--- config.mk ---
export PLATFORM = sky130hd
export DESIGN_NAME = stopwatch_ctrl
export DESIGN_NICKNAME = d
export VERILOG_FILES = /design/src/rtl/stopwatch_ctrl_pkg.sv /design/src/rtl/stopwatch_ctrl_btn_debounce.sv /design/src/rtl/stopwatch_ctrl.sv
export SDC_FILE = /design/constraint.sdc
export NUM_CORES = 1
export LEC_CHECK = 0
export CAP_MARGIN = 15
export CORE_MARGIN = 10
export CORE_UTILIZATION = 45
export DETAILED_ROUTE_END_ITERATION = 16
export HOLD_SLACK_MARGIN = 0.15
export RECOVER_POWER = 25
export SYNTH_ARGS = -nofsm -noshare
export SYNTH_HDL_FRONTEND = slang
export SYNTH_SLANG_ARGS = --single-unit
--- constraint.sdc ---
create_clock -name clk -period 2.85 [get_ports clk]
set_input_delay 0.57 -clock clk [delete_from_list [all_inputs] [get_ports clk]]
set_output_delay 0.57 -clock clk [all_outputs]
set_load 0.02 [all_outputs]
--- src/rtl/stopwatch_ctrl_pkg.sv ---
// Shared definitions for the stopwatch front-panel controller.
package stopwatch_ctrl_pkg;

    // State encoding also drives the status LEDs directly.
    typedef enum logic [1:0] {
        ST_IDLE = 2'd0,
        ST_RUN  = 2'd1,
        ST_STOP = 2'd2,
        ST_LAP  = 2'd3
    } state_t;

    // Datapath controls for a given state, packed as {sw_en, pause}.
    function automatic logic [1:0] drive_for(input state_t st);
        logic [1:0] drv;
        case (st)
            ST_RUN:  drv = 2'b10;
            ST_LAP:  drv = 2'b11;
            default: drv = 2'b00;
        endcase
        return drv;
    endfunction

endpackage

--- src/rtl/stopwatch_ctrl_btn_debounce.sv ---
// Button conditioner: 2-FF synchroniser, stable-level debounce counter and
// a one-cycle press pulse on each accepted 0->1 change of the stable level.
module btn_debounce
    import stopwatch_ctrl_pkg::*;
#(
    parameter int unsigned         DEB_W      = 20,
    parameter logic [DEB_W-1:0]    DEB_CYCLES = 20'd500000
) (
    input  logic clk,
    input  logic rst,
    input  logic btn_raw,
    output logic level,
    output logic press
);

    localparam logic [DEB_W-1:0] CNT_MAX = DEB_CYCLES - 1'b1;

    logic             sync1;
    logic             sync2;
    logic             stable;
    logic [DEB_W-1:0] cnt;

    // Synchronise the raw button, then accept a new level only after it has
    // differed from the stable level for DEB_CYCLES consecutive cycles.
    always_ff @(posedge clk) begin
        if (!rst) begin
            sync1  <= 1'b0;
            sync2  <= 1'b0;
            stable <= 1'b0;
            cnt    <= '0;
            press  <= 1'b0;
        end else begin
            sync1 <= btn_raw;
            sync2 <= sync1;
            press <= 1'b0;
            if (sync2 != stable) begin
                if (cnt == CNT_MAX) begin
                    stable <= sync2;
                    cnt    <= '0;
                    press  <= sync2;
                end else begin
                    cnt <= cnt + 1'b1;
                end
            end else begin
                cnt <= '0;
            end
        end
    end

    assign level = stable;

endmodule

--- src/rtl/stopwatch_ctrl.sv ---
// Stopwatch front-panel controller: debounces the two buttons, runs the
// IDLE/RUN/STOP/LAP state machine and drives the datapath controls.
module stopwatch_ctrl
    import stopwatch_ctrl_pkg::*;
#(
    parameter int unsigned      DEB_W      = 20,
    parameter logic [DEB_W-1:0] DEB_CYCLES = 20'd500000,
    parameter bit               AUTO_STOP  = 1'b1
) (
    input  logic       clk,
    input  logic       rst,
    input  logic       btn_ss,
    input  logic       btn_lr,
    input  logic       time_out,
    output logic       sw_en,
    output logic       pause,
    output logic       clear,
    output logic [1:0] state
);

    logic   press_ss;
    logic   press_lr;
    logic   ss_level;
    logic   lr_level;
    logic   unused_levels;
    logic   time_out_q;
    logic   to_rise;
    state_t state_q;
    state_t next_state;
    logic   do_clear;

    btn_debounce #(
        .DEB_W      (DEB_W),
        .DEB_CYCLES (DEB_CYCLES)
    ) u_deb_ss (
        .clk     (clk),
        .rst     (rst),
        .btn_raw (btn_ss),
        .level   (ss_level),
        .press   (press_ss)
    );

    btn_debounce #(
        .DEB_W      (DEB_W),
        .DEB_CYCLES (DEB_CYCLES)
    ) u_deb_lr (
        .clk     (clk),
        .rst     (rst),
        .btn_raw (btn_lr),
        .level   (lr_level),
        .press   (press_lr)
    );

    // Stable levels are not needed here; only the press pulses matter.
    assign unused_levels = ss_level ^ lr_level;

    assign to_rise = time_out & ~time_out_q;

    // Next-state decode: start/stop wins over lap/reset, a losing lr press is dropped.
    always_comb begin
        next_state = state_q;
        do_clear   = 1'b0;
        case (state_q)
            ST_IDLE: begin
                if (press_ss) next_state = ST_RUN;
            end
            ST_RUN: begin
                if (press_ss)                    next_state = ST_STOP;
                else if (press_lr)               next_state = ST_LAP;
                else if (AUTO_STOP && to_rise)   next_state = ST_STOP;
            end
            ST_LAP: begin
                if (press_ss)                    next_state = ST_STOP;
                else if (press_lr)               next_state = ST_RUN;
                else if (AUTO_STOP && to_rise)   next_state = ST_STOP;
            end
            ST_STOP: begin
                if (press_ss) begin
                    next_state = ST_RUN;
                end else if (press_lr) begin
                    next_state = ST_IDLE;
                    do_clear   = 1'b1;
                end
            end
            default: next_state = ST_IDLE;
        endcase
    end

    // State and registered outputs update together from the next state.
    always_ff @(posedge clk) begin
        if (!rst) begin
            state_q    <= ST_IDLE;
            sw_en      <= 1'b0;
            pause      <= 1'b0;
            clear      <= 1'b0;
            time_out_q <= 1'b0;
        end else begin
            state_q        <= next_state;
            {sw_en, pause} <= drive_for(next_state);
            clear          <= do_clear;
            time_out_q     <= time_out;
        end
    end

    assign state = state_q;

endmodule

==> results by group, run 1 <==
Status
  • Outcome: finished clean

CTS
  • Post CTS Setup Buffer Count: 0
  • Max clock buf depth: 2
  • Worst-Skew Late Latency: 310 ps
  • Htree depth: 2
  • Post-CTS Resized: 0
  • CTS root buf: clkbuf_8
  • Clk slew on worst S/H paths: 90 ps
  • # clock sinks: 53
  • CTS tree: built
  • CTS buffer count: 5
  • CTS Hold Bufs: 0

Setup path
  • Worst-path cell with the longest stage delay: o211ai_1
  • Crit path arrival time: 2430 ps
  • CP Depth: 6
  • Crit path launch type: flip-flop
  • CP Max Fanout: 11
  • Reg-to-reg slack, setup: 620 ps
  • CP startpoint: u_deb_lr.cnt[0]
  • Worst path cell trace: ha_1 > and4_1 > nand2_1 > o211ai_1 > buf_4 > nor2_1
  • CP bufs+invs: 1
  • R2R cell count: 6
  • Critical path capture point type: flip-flop
  • Largest delay share family, worst path: compound AO/OA/AOI/OAI gates
  • Slowest stage delay, CP: 650 ps
  • WP data required: 3050 ps
  • Reg-to-reg startpoint: u_deb_lr.cnt[0]
  • Critical path class: reg2reg

Logic synthesis
  • Synth top area share: 0.461
  • Post-Syn Area per Cell: 8.88 um^2
  • Distinct cells, synth: 40
  • Yosys reg bits: 53
  • Cell taking the most area after synthesis: dfxtp_1
  • Ranking of synthesized cells by area: dfxtp_1 (46%), nor2_1 (6.9%), xnor2_1 (6.5%), xor2_1 (4.6%), nand4_1 (3.3%)
  • Synth warn: 0
  • Synth Cell Area: 2300 um^2
  • Register area share after synthesis: 0.461
  • Post-Syn Instances: 259
  • Mapped Nets: 266

STA
  • Final setup viols: 0
  • Setup TNS: 0 ps
  • Relative slew slack: 0.496
  • Fmax: 449 MHz
  • Tcrit/Tclk final: 0.782
  • Worst Tran Pin Value: 752 ps
  • Clock Skews: 8.72 ps
  • RSZ-0062 raised after global routing: false
  • Tmin final: 2230 ps
  • Fin. max-slew vios: 0
  • Final Hold Viols: 0

Pwr
  • Max VDD drop: 0.000189 V
  • Design Power: 1.18 mW
  • LEAKAGE: 0.791 nW
  • PwrDens: 462 nW/um^2

Min path
  • Hold path start: u_deb_lr.sync1
  • Min-Delay Path Class: reg2reg
  • Worst Hold Depth: 1

Final layout
  • Largest registers: u_deb_lr.cnt (20), u_deb_ss.cnt (20)
  • Most frequent cells in the layout: dfxtp_1 (53), nor2_1 (42), xnor2_1 (17)
  • Final Net Count: 279
  • Area Overhead vs Synth: 11.0%
  • Commonest non-fill, non-tap cell in the layout: dfxtp_1
  • Layout cells sized above 1: 0.0586
  • Diodes inserted: 0
  • Fill count: 473

Floorplan
  • Core area: 4850 um^2
  • Std cell rows: 25
  • Initial Util: 0.475
  • Die Y: 91.5 um
  • Die X: 91.5 um
  • I/O Pins: 10
  • Die ar.: 8370 um^2

Routing
  • Vias per inst: 5.23
  • DR iter-0 viols: 63
  • Final ANT Viol Nets: 0
  • Final WL: 4100 um
  • WL per Instance: 12.1 um
  • DR vias: 1777
  • DRC errors left: 0
  • Pre-antenna DRT Iters: 4

Placed design
  • DP HPWL: 2990 um
  • Placer Congestion: 0.769
  • I/O Buffers: 9

Global routing
  • First-pass GRT wire length: 7400 um
  • Initial antenna violation count: 0
  • GRT Total Usage: 0.101
  • Total gr overflow: 0
  • Vias in the first global route: 1665
  • Largest net degree at the start of global routing: 17

Run
  • Max cap viols: 0
-- power by group --
part | internal (mW) | switching (mW) | total (mW) | leakage, nW
logic | 0.0104 | 0.0108 | 0.0212 | 0.319
clock network | 0.170 | 0.242 | 0.412 | 0.0439
registers | 0.744 | 0.00221 | 0.746 | 0.428
-- cell type report --
cell class,instances,area (um^2),share of cell area
multi-input combinational,190,1170,0.459
clock inverter,3,17.5,0.00686
sequential,53,1060,0.415
tap,67,83.8,0.0328
clock buffer,5,68.8,0.0269
timing repair buffer,13,116,0.0455
inverter,9,33.8,0.0132
-- per-stage QoR --
stage | util | cells | hold WS (ps) | area [um^2] | worst slack, ps
finish | 0.527 | 340 | 445 | 2550 | 621
global route | 0.527 | 340 | 478 | 2550 | 425
CTS | 0.528 | 340 | 450 | 2560 | 622
detailed placement | 0.510 | 332 | 424 | 2470 | 624
global placement | 0.510 | 332 | 432 | 2470 | 712
floorplan | - | 259 | 412 | 2300 | 1010
-- worst reg2reg max path, delay by kind of cell, from the launching register on --
kind | cells | cell delay, ps
and+or+nand+nor | 3 | 550
adders and majority gates | 1 | 230
DFF | 1 | 380
buffers and inverters | 1 | 310
AOI/OAI and AO/OA | 1 | 650
-- layer usage --
layer  global-route usage  part of all wire
met1                0.136              0.52
met2                0.150              0.43
met3               0.0329             0.042
met4               0.0313            0.0090
met5                    0                 0
-- logic make-up after synthesis --
logic type,synth area share
AO/OA/AOI/OAI,0.0604
XOR/XNOR,0.110
multiplexers,0.00870
AND/OR/NAND/NOR,0.320
adder cells (fa/ha/maj),0.0109
buffers and inverters,0.0288
flip-flops,0.461
-- final timing paths --
check | to
max | u_deb_lr.cnt[11]
min | u_deb_lr.sync2
max reg2reg | u_deb_lr.cnt[11]
min reg2reg | u_deb_lr.sync2
-- synthesized netlist by cell type (all sizes together) --
cell type,n
nor2b,2
and4b,1
a21oi,8
o221ai,1
and4,4
nand2,15
nand4bb,1
xor2,12
clkbuf,5
o211ai,2
mux2i,2
nor4b,3
nand4,14
o21ai,7
dfxtp,53
o31ai,2
nor3b,1
nand3,12
inv,9
or4,5
o22ai,1
ha,2
nand2b,3
nor3,8
buf,2
nor2,42
o21ba,1
xnor2,17
or3,6
and3,2
o31a,1
and2,7
nor4,8
No activity file was read; power rests on OpenSTA's default activity.
==> inputs of run 2 (changes only) <==
Clock period 2.85 ns to 2.3 ns, I/O delays scaled along.
==> run 2 against run 1 <==
Compared with the run above:
- power up 24%
- maximum frequency increased by 8.0%
- register-to-register slack worse by 380 ps
- clock skew is 3.9 ps lower
- cell count stayed put
- worst hold slack about the same
- final area is 0.25% higher
- largest cell class unchanged
==> results by group, run 2 (synthesis results as in run 1) <==
Run
  • Max cap viols: 0 (unchanged)

Routing
  • DRC errors left: 0 (unchanged)
  • Wl on met1: 2240 um (was 2150 um)
  • Wire length on met2: 1750 um (about the same)
  • DR vias: 1772 (was 1777)
  • Final ANT Viol Nets: 0 (unchanged)
  • Vias per inst: 5.21 (was 5.23)
  • Pre-antenna DRT Iters: 4 (unchanged)
  • Final WL: 4220 um (was 4100 um)
  • Wire length on met3: 175 um (was 172 um)
  • DR iter-0 viols: 107 (was 63)
  • WL per Instance: 12.4 um (was 12.1 um)
  • DR top layer: met4 (unchanged)

STA
  • Setup TNS: 0 ps (unchanged)
  • Worst Tran Pin Value: 846 ps (was 752 ps)
  • Tcrit/Tclk final: 0.897 (was 0.782)
  • Relative slew slack: 0.431 (was 0.496)
  • RSZ-0062 raised after global routing: false (unchanged)
  • Fmax: 485 MHz (was 449 MHz)
  • Clock Skews: 4.78 ps (was 8.72 ps)
  • Final Hold Viols: 0 (unchanged)
  • Tmin final: 2060 ps (was 2230 ps)
  • Final setup viols: 0 (unchanged)
  • Hold WS: 445 ps (about the same)
  • Fin. max-slew vios: 0 (unchanged)

Floorplan
  • Std cell rows: 25 (unchanged)
  • Die ar.: 8370 um^2 (unchanged)
  • Core area: 4850 um^2 (unchanged)
  • Initial Util: 0.475 (unchanged)
  • Die Y: 91.5 um (unchanged)
  • Die X: 91.5 um (unchanged)
  • I/O Pins: 10 (unchanged)

Final layout
  • Cell area after layout: 2560 um^2 (was 2550 um^2)
  • Final core occ: 0.528 (was 0.527)
  • Commonest non-fill, non-tap cell in the layout: dfxtp_1 (unchanged)
  • Diodes inserted: 0 (unchanged)
  • Final Net Count: 279 (unchanged)
  • Layout cells sized above 1: 0.0549 (was 0.0586)
  • Largest registers: u_deb_lr.cnt (20), u_deb_ss.cnt (20) (unchanged)
  • Area Overhead vs Synth: 11.3% (was 11.0%)
  • Most frequent cells in the layout: dfxtp_1 (53), nor2_1 (42), xnor2_1 (17) (unchanged)

Pwr
  • LEAKAGE: 0.797 nW (was 0.791 nW)
  • Max VDD drop: 0.000283 V (was 0.000189 V)
  • PwrDens: 571 nW/um^2 (was 462 nW/um^2)
  • Design Power: 1.46 mW (was 1.18 mW)

Min path
  • Worst Hold Depth: 1 (unchanged)
  • Min-Delay Path Class: reg2reg (unchanged)

Setup path
  • CP startpoint: u_deb_ss.cnt[0] (was u_deb_lr.cnt[0])
  • CP Max Fanout: 5 (was 11)
  • Worst path cell trace: ha_1 > nand4_1 > or4_4 > or4_1 > a21oi_1 (was ha_1 > and4_1 > nand2_1 > o211ai_1 > buf_4 > nor2_1)
  • Worst Setup EP: u_deb_ss.cnt[18] (was u_deb_lr.cnt[11])
  • Critical path capture point type: flip-flop (unchanged)
  • Slowest stage delay, CP: 600 ps (was 650 ps)
  • Crit path arrival time: 2290 ps (was 2430 ps)
  • Reg-to-reg slack, setup: 240 ps (was 620 ps)
  • WP data required: 2530 ps (was 3050 ps)
  • R2R cell count: 5 (was 6)
  • Worst-path cell with the longest stage delay: or4_4 (was o211ai_1)
  • Crit path launch type: flip-flop (unchanged)
  • Worst R2R End: u_deb_ss.cnt[18] (was u_deb_lr.cnt[11])
  • Critical path class: reg2reg (unchanged)
  • Reg-to-reg startpoint: u_deb_ss.cnt[0] (was u_deb_lr.cnt[0])

CTS
  • Worst-Skew Late Latency: 300 ps (was 310 ps)
  • # clock sinks: 53 (unchanged)
  • Htree depth: 2 (unchanged)
  • CTS buffer count: 5 (unchanged)
  • CTS root buf: clkbuf_8 (unchanged)
  • Max clock buf depth: 2 (unchanged)
  • Post-CTS Resized: 0 (unchanged)
  • CTS Hold Bufs: 0 (unchanged)
  • Post CTS Setup Buffer Count: 0 (unchanged)
  • Clk slew on worst S/H paths: 90 ps (about the same)
  • CTS tree: built (unchanged)

Global routing
  • Total gr overflow: 0 (unchanged)
  • First-pass GRT wire length: 7690 um (was 7400 um)
  • Initial antenna violation count: 0 (unchanged)
  • GRT Total Usage: 0.108 (was 0.101)
  • Largest net degree at the start of global routing: 21 (was 17)
  • Vias in the first global route: 1657 (was 1665)

Status
  • Outcome: finished clean (unchanged)

Placed design
  • Placed cell area: 2480 um^2 (was 2470 um^2)
  • I/O Buffers: 9 (unchanged)
  • DP HPWL: 3050 um (was 2990 um)
  • Placer Congestion: 0.789 (was 0.769)
-- run 2: cell counts in the layout (fill, tap and decap cells not counted) --
Identical to the previous run, type by type.
-- run 2: final cells by class --
type                            count  area [um^2]
Clock buffer                        5         68.8
Clock inverter                      3         17.5
Fill cell                         470         2290
Inverter                            9         33.8
Multi-Input combinational cell    190         1170
Sequential cell                    53         1060
Tap cell                           67         83.8
Timing Repair Buffer               13          129
-- run 2: routing by layer --
layer / track usage / vias up
li1: - / 928
met1: 0.141 / 812
met2: 0.164 / 27
met3: 0.0337 / 5
met4: 0.0352 / 0
met5: 0 / -
-- run 2: report_power, final --
part	switching [mW]	total [mW]	internal, mW	leakage, nW
combinational	0.0134	0.0274	0.0139	0.325
clock	0.299	0.510	0.211	0.0439
sequential	0.00287	0.925	0.922	0.428
total	0.315	1.46	1.15	0.797
-- run 2: worst min path at each step --
stage,startpoint,to
after CTS,u_deb_ss.sync1,u_deb_ss.sync2
after global placement,u_deb_lr.sync1,u_deb_lr.sync2
after floorplan,u_deb_lr.sync1,u_deb_lr.sync2
after detailed placement,u_deb_ss.sync1,u_deb_ss.sync2
after global routing,u_deb_lr.sync1,u_deb_lr.sync2
final,u_deb_ss.sync1,u_deb_ss.sync2
-- run 2: metrics by stage --
stage,setup WS (ps),instances
after floorplan,456,259
after global placement,356,332
after detailed placement,246,332
after CTS,239,340
after global routing,65.6,340
final,237,340
-- run 2: critical path, delay by kind of cell (launching register included) --
family	cells	cell delay (ps)
DFF	1	400
and+or+nand+nor	3	1200
AOI/OAI and AO/OA	1	180
adders and majority gates	1	220
==> inputs of run 3 (changes only) <==
Settings changed: CORE_UTILIZATION 45 to 55, PLACE_DENSITY from default to 0.73.
==> run 3 against run 2 <==
Compared with the run above:
- global-route usage is 0.38 points higher
- wire length fell by 7.5%
- via count down 0.68%
- sequential share of layout area unchanged
- largest cell class unchanged
==> results by group, run 3 (synthesis results as in run 1) <==
Status
  • Outcome: finished clean (unchanged)

Setup path
  • Critical path class: reg2reg (unchanged)
  • WP data required: 2540 ps (was 2530 ps)
  • Worst R2R End: u_deb_ss.cnt[18] (unchanged)
  • CP Max Fanout: 5 (unchanged)
  • Crit path launch type: flip-flop (unchanged)
  • Crit path arrival time: 2280 ps (was 2290 ps)
  • Reg-to-reg startpoint: u_deb_ss.cnt[0] (unchanged)
  • R2R cell count: 5 (unchanged)
  • Reg-to-reg slack, setup: 250 ps (was 240 ps)
  • Critical path capture point type: flip-flop (unchanged)

Floorplan
  • I/O Pins: 10 (unchanged)
  • Std cell rows: 23 (was 25)
  • Initial Util: 0.571 (was 0.475)
  • Die X: 84.7 um (was 91.5 um)
  • Die ar.: 7170 um^2 (was 8370 um^2)
  • Core area: 4030 um^2 (was 4850 um^2)
  • Die Y: 84.7 um (was 91.5 um)

Routing
  • DRC errors left: 0 (unchanged)
  • DR iter-0 viols: 96 (was 107)
  • Final ANT Viol Nets: 0 (unchanged)
  • Pre-antenna DRT Iters: 4 (unchanged)
  • Wire length on met2: 1650 um (was 1750 um)
  • Wire length on met3: 96 um (was 175 um)
  • Vias per inst: 5.45 (was 5.21)
  • Final WL: 3900 um (was 4220 um)
  • Wl on met1: 2100 um (was 2240 um)
  • DR top layer: met4 (unchanged)
  • DR vias: 1760 (was 1772)
  • WL per Instance: 12.1 um (was 12.4 um)

CTS
  • Post-CTS Resized: 0 (unchanged)
  • CTS Hold Bufs: 0 (unchanged)
  • Worst-Skew Late Latency: 300 ps (about the same)
  • Htree depth: 2 (unchanged)
  • # clock sinks: 53 (unchanged)
  • CTS tree: built (unchanged)
  • Post CTS Setup Buffer Count: 0 (unchanged)
  • Clk slew on worst S/H paths: 90 ps (about the same)
  • CTS buffer count: 5 (unchanged)
  • Max clock buf depth: 2 (unchanged)
  • CTS root buf: clkbuf_8 (unchanged)

Global routing
  • Largest net degree at the start of global routing: 21 (unchanged)
  • First-pass GRT wire length: 6980 um (was 7690 um)
  • Vias in the first global route: 1597 (was 1657)
  • Initial antenna violation count: 0 (unchanged)
  • Total gr overflow: 0 (unchanged)
  • GRT Total Usage: 0.112 (was 0.108)

STA
  • Fin. max-slew vios: 0 (unchanged)
  • RSZ-0062 raised after global routing: false (unchanged)
  • Setup TNS: 0 ps (unchanged)
  • Hold WS: 444 ps (was 445 ps)
  • Fmax: 488 MHz (was 485 MHz)
  • Tmin final: 2050 ps (was 2060 ps)
  • Final Hold Viols: 0 (unchanged)
  • Worst Tran Pin Value: 510 ps (was 846 ps)
  • Relative slew slack: 0.657 (was 0.431)
  • Final setup viols: 0 (unchanged)
  • Clock Skews: 6.05 ps (was 4.78 ps)
  • Tcrit/Tclk final: 0.890 (was 0.897)

Final layout
  • Commonest non-fill, non-tap cell in the layout: dfxtp_1 (unchanged)
  • Area Overhead vs Synth: 11.3% (unchanged)
  • Diodes inserted: 0 (unchanged)
  • Final Net Count: 279 (unchanged)
  • Most frequent cells in the layout: dfxtp_1 (53), nor2_1 (42), xnor2_1 (17) (unchanged)
  • Layout cells sized above 1: 0.0586 (was 0.0549)
  • Largest registers: u_deb_lr.cnt (20), u_deb_ss.cnt (20) (unchanged)
  • Non-Filler Instances: 323 (was 340)

Min path
  • Worst Hold Depth: 1 (unchanged)
  • Min-Delay Path Class: reg2reg (unchanged)
  • Worst Hold End: u_deb_lr.sync2 (was u_deb_ss.sync2)
  • Hold path start: u_deb_lr.sync1 (was u_deb_ss.sync1)

Placed design
  • DP HPWL: 2860 um (was 3050 um)
  • Placed cell count: 315 (was 332)
  • I/O Buffers: 9 (unchanged)
  • Placer Congestion: 0.791 (was 0.789)

Run
  • Max cap viols: 0 (unchanged)

Pwr
  • Max VDD drop: 0.000342 V (was 0.000283 V)
  • Design Power: 1.51 mW (was 1.46 mW)
  • LEAKAGE: 0.807 nW (was 0.797 nW)
  • PwrDens: 588 nW/um^2 (was 571 nW/um^2)
-- run 3: cell count changes in the layout (fill, tap and decap cells not counted) --
cell and delta:
clkinv_2 -1, and2_0 +1, nor4_1 -1, clkinvlp_4 -1, nor4_2 +1, and2_1 -1
clkbuf_8 +2
-- run 3: how the worst max path moves through the flow --
| stage | endpoint | start | cells past startpoint | slack, ps |
|---|---|---|---|---|
| floorplan | u_deb_ss.cnt[18] | u_deb_ss.cnt[0] | 5 | 460 |
| global placement | u_deb_ss.cnt[18] | u_deb_ss.cnt[0] | 5 | 370 |
| CTS | u_deb_ss.cnt[18] | u_deb_ss.cnt[0] | 5 | 260 |
| global route | u_deb_ss.cnt[1] | u_deb_ss.cnt[0] | 5 | 140 |
| detailed placement | u_deb_ss.cnt[1] | u_deb_ss.cnt[0] | 5 | 280 |
| finish | u_deb_ss.cnt[18] | u_deb_ss.cnt[0] | 5 | 250 |
-- run 3: final cells by class --
cell class	instances	area, um^2
Multi-Input combinational cell	190	1170
Clock buffer	7	96.3
Clock inverter	1	5.00
Tap cell	50	62.6
Timing Repair Buffer	13	129
Sequential cell	53	1060
Fill cell	377	1470
Inverter	9	33.8
-- run 3: where the power goes --
part	internal [mW]	total, mW	switching (mW)	leakage, nW
combinational	0.0138	0.0270	0.0131	0.324
clock	0.272	0.555	0.282	0.0542
sequential	0.922	0.925	0.00294	0.428
-- run 3: through the flow --
step	setup WS (ps)	instance area, um^2	utilization
2_1_floorplan	456	2300	-
3_3_place_gp	365	2460	0.611
3_5_place_dp	277	2460	0.611
4_1_cts	261	2560	0.637
5_1_grt	141	2560	0.636
6_report	253	2560	0.636
-- run 3: worst max-delay path, cell delays in order (launching register included) --
cell	delay [ps]
dfxtp_1	400
ha_1	240
nand4_1	190
or4_4	600
or4_1	420
a21oi_1	140
-- run 3: per-layer routing --
metal / up-vias / track usage
li1: 938 / -
met1: 803 / 0.144
met2: 14 / 0.173
met3: 5 / 0.0319
met4: 0 / 0.0404
met5: - / 0
==> variant 1: new RTL, config.mk and constraints of run 2 <==
Change the parameter `AUTO_STOP` from 1'b1 to 1'b0.
--- a/src/rtl/stopwatch_ctrl.sv
+++ b/src/rtl/stopwatch_ctrl.sv
@@ -7,3 +7,3 @@
     parameter logic [DEB_W-1:0] DEB_CYCLES = 20'd500000,
-    parameter bit               AUTO_STOP  = 1'b1
+    parameter bit               AUTO_STOP  = 1'b0
 ) (
Check against the original RTL: same outputs for any inputs over 10 cycles, from zero or initial values and one cycle with rst low; that may be too few to reach the edited logic, so the function may still have changed.
==> variant 1 against run 2 <==
Total power decreased by 3.3%. Worst setup slack improved by 0.015 ns. Cell count decreased by 2.6%. Sequential power decreased by 2%. Sequential cell count decreased by 1. Synthesized area decreased by 3.2%. Routed wire length decreased by 7.7%. Cell area decreased by 3.9%. Critical endpoint is now u_deb_ss.cnt[19].
==> variant 1: results (changes against run 2) <==
[worst_setup_path]
timing.critical_path.fanout_max = 9  ; +4
r2r-start = u_deb_ss.cnt[5]
crit_path_top_delay_cell = or4_1

[final_layout]
final_cells = 331  ; -2.6%
fin_nets = 271  ; -2.9%
fillers = 468  ; -0.43%

[power]
powerDensity_nw_per_um2 = 574.2  ; +0.59%
p_leak_nw = 0.7233  ; -9.2%
intPower_w = 0.001119  ; -2.4%
p_seq_share_pct = 64.1  ; +0.8 points
power_frac_comb_pct = 1.5  ; -0.4 points

[min_path]
hold_path.startpoint = u_deb_lr.sync1

[placed_design]
place_area_um2 = 2385  ; -4.0%
pre_cts_ws_ns = 0.2675  ; +0.02128 ns
place_inst = 324  ; -2.4%
portBuffers = 8  ; -1
gp_congestion = 0.7724  ; -2.1%

[yosys]
synth_compound_area_share_pct = 6.794  ; +0.76 points
synthTopCellsByCount = dfxtp_1 (52), nor2_1 (38), xnor2_1 (20), nand2_1 (13), nand4_1 (13)
synthMuxAreaShare_pct = 0  ; -0.87 points
synth_xor_area_share_pct = 12.18  ; +1.1 points
ys_types = 31  ; -23%

[sta]
skew_ns = 0.006155  ; +0.001376 ns
worst_pin_slew_ns = 0.4585  ; -0.3873 ns
fin_hold_ws_ns = 0.4439  ; -0.001358 ns
fmax_mhz = 488.4  ; +0.75%

[grt]
grt_pass1_wl_um = 6727  ; -12%
track_usage_pct = 9.537  ; -1.3 points
grt_max_degree = 20  ; -4.8%

[drt]
via_per_inst = 5.148  ; -1.2%
drt_iter0_drc = 55  ; -49%
routed_wl_um = 3890  ; -7.7%

[outcome]
outcome = completed

-- variant 1: kinds of logic (layout without fill, tap and decap cells) --
family                   Yosys count  after routing
AND/OR/NAND/NOR                  126            126
buffers and inverters             14             27
flip-flops                        52             52
AO/OA/AOI/OAI                     26             26
XOR/XNOR                          31             31
adder cells (fa/ha/maj)            2              2
-- variant 1: layout make-up --
cell class	count	area share, %
Multi-Input combinational cell	185	45.78
Sequential cell	52	42.28
Timing Repair Buffer	10	3.709
Tap cell	67	3.404
Clock buffer	5	2.795
Inverter	10	1.524
Clock inverter	2	0.5081
-- variant 1: layer usage --
| metal | part of all wire, % | vias up | GRT usage [%] | routed length [µm] |
|---|---|---|---|---|
| li1 | - | 916 | - | - |
| met1 | 51 | 772 | 11.82 | 1966 |
| met2 | 46 | 11 | 15.25 | 1773 |
| met3 | 2.6 | 5 | 2.743 | 100 |
| met4 | 1.3 | 0 | 3.581 | 50 |
| met5 | 0 | - | 0 | 0 |
==> variant 2: new RTL, flow settings as in run 2 <==
Without the edit above. Register the inputs `btn_ss`, `btn_lr` and `time_out` before use. The logic sees them one clock later.
--- a/src/rtl/stopwatch_ctrl.sv
+++ b/src/rtl/stopwatch_ctrl.sv
@@ -20,2 +20,12 @@
 
+    logic btn_ss_q;
+    logic btn_lr_q;
+    logic time_out_r;
+
+    always_ff @(posedge clk) begin
+        btn_ss_q   <= btn_ss;
+        btn_lr_q   <= btn_lr;
+        time_out_r <= time_out;
+    end
+
     logic   press_ss;
@@ -37,3 +47,3 @@
         .rst     (rst),
-        .btn_raw (btn_ss),
+        .btn_raw (btn_ss_q),
         .level   (ss_level),
@@ -48,3 +58,3 @@
         .rst     (rst),
-        .btn_raw (btn_lr),
+        .btn_raw (btn_lr_q),
         .level   (lr_level),
@@ -56,3 +66,3 @@
 
-    assign to_rise = time_out & ~time_out_q;
+    assign to_rise = time_out_r & ~time_out_q;
 
@@ -100,3 +110,3 @@
             clear          <= do_clear;
-            time_out_q     <= time_out;
+            time_out_q     <= time_out_r;
         end
Function: same outputs for any inputs over 10 cycles, from zero or initial values and one cycle with rst low; that may be too few to reach the edited logic, so the function may still have changed.
==> variant 2 against run 2 <==
Maximum frequency is 0.87% higher. Highest routed layer unchanged. Critical endpoint is now u_deb_lr.cnt[5]. Largest power group unchanged. Routed wire length is 5.0% lower. Worst setup slack better by 0.018 ns. Total power is 5.9% higher. Synthesized area is 0.27% lower. Sequential cell count is 3 higher. Cell area is 0.83% lower. Clock skew is 0.0084 ns higher. Critical path depth stayed put.
==> variant 2: results (changes against run 2) <==
[outcome]
outcome = completed

[placed_design]
place_area_um2 = 2452  ; -1.3%
gp_congestion = 0.7512  ; -4.8%
pre_cts_ws_ns = 0.2903  ; +0.04414 ns
place_inst = 329  ; -0.90%
dpl.hpwl_um = 2800  ; -8.2%

[worst_setup_path]
timing.critical_path.fanout_max = 20  ; +15
reg2reg_slack_ns = 0.25  ; +0.02 ns
r2r-start = u_deb_lr.cnt[11]
critPathMaxStageDelay_ns = 0.56  ; -0.04 ns

[yosys]
synth.area.top_cells = dfxtp_1 (49%), nor2_1 (5.9%), xnor2_1 (5.0%)
synthTopCellsByCount = dfxtp_1 (56), nor2_1 (36), a21oi_1 (16), nand2_1 (14), xnor2_1 (13)
ys_seq_area_share_pct = 48.85  ; +2.7 points
ys_types = 32  ; -20%

[final_layout]
drive_gt1_share_pct = 4.815  ; -0.68 points
buffer_area_share_pct = 4.581  ; -0.45 points
multiInputGateArea_um2 = 1086  ; -7.0%
final_cells = 337  ; -0.88%
fin_nets = 276  ; -1.1%
final-seq-area_um2 = 1121  ; +5.7%
final-clk-cell-share_pct = 3.596  ; +0.23 points

[sta]
skew_ns = 0.01317  ; +0.008391 ns
fin_hold_ws_ns = 0.4434  ; -0.001902 ns
slew_headroom_pct = 77.56  ; +34 points

[power]
powerDensity_nw_per_um2 = 609.8  ; +6.8%
p_leak_nw = 0.7909  ; -0.75%

[grt]
grt_pass1_wl_um = 7362  ; -4.2%

[drt]
via_per_inst = 5.196  ; -0.31%

[min_path]
hold_path.startpoint = btn_ss_q

## variant 2: changes by cell type in the layout (fill, tap and decap cells not counted), sizes merged, moves of 3 or more
cell	run 2	this run
a21oi	8	16
or4	5	9
nor3	8	0
nand4	14	11
dfxtp	53	56
xnor2	17	13
o21ai	7	11
o31ai	2	6
nor2	42	36
or3	6	10
inv	9	12
## variant 2: cells by family (layout without fill, tap and decap cells)
kind of cell    after synthesis  in the layout  share of synthesized area (%)
compound gates               35             35                          8.452
xor+xnor                     25             25                          9.542
fa+ha+maj                     2              2                          1.090
buf+inv                      21             32                          3.817
flops                        56             56                          48.86
simple gates                120            120                          28.25
## variant 2: worst max path at each step
stage / startpoint / endpoint / slack [ns]
floorplan: u_deb_ss.cnt[0] / u_deb_ss.cnt[2] / 0.39
detailed placement: u_deb_lr.cnt[11] / u_deb_lr.cnt[9] / 0.29
CTS: u_deb_lr.cnt[11] / u_deb_lr.cnt[5] / 0.25
global route: u_deb_lr.cnt[11] / u_deb_lr.cnt[5] / 0.13
global placement: u_deb_lr.cnt[11] / u_deb_lr.cnt[3] / 0.31
finish: u_deb_lr.cnt[11] / u_deb_lr.cnt[5] / 0.25
## variant 2: per-layer routing
metal  GRT usage, %  up-vias  wire [µm]  share of wire, %
met5              0        -          0                 0
li1               -      926          -                 -
met4          3.525        0         60               1.5
met2          16.82       15       1818                45
met3          3.457        5        129               3.2
met1          12.36      805       1996                50
## variant 2: report_power, final
part	total, W	internal, W	switching, W
Clock	0.000543	0.000219	0.000324
Combinational	0.0000246	0.0000115	0.0000131
Sequential	0.000981	0.000977	0.00000380
## variant 2: worst register-to-register path, stage by stage, from the launching register on
cell	delay, ns
dfxtp_1	0.37
or4_1	0.53
or4_4	0.56
o21ai_1	0.14
buf_4	0.25
nor2_1	0.08
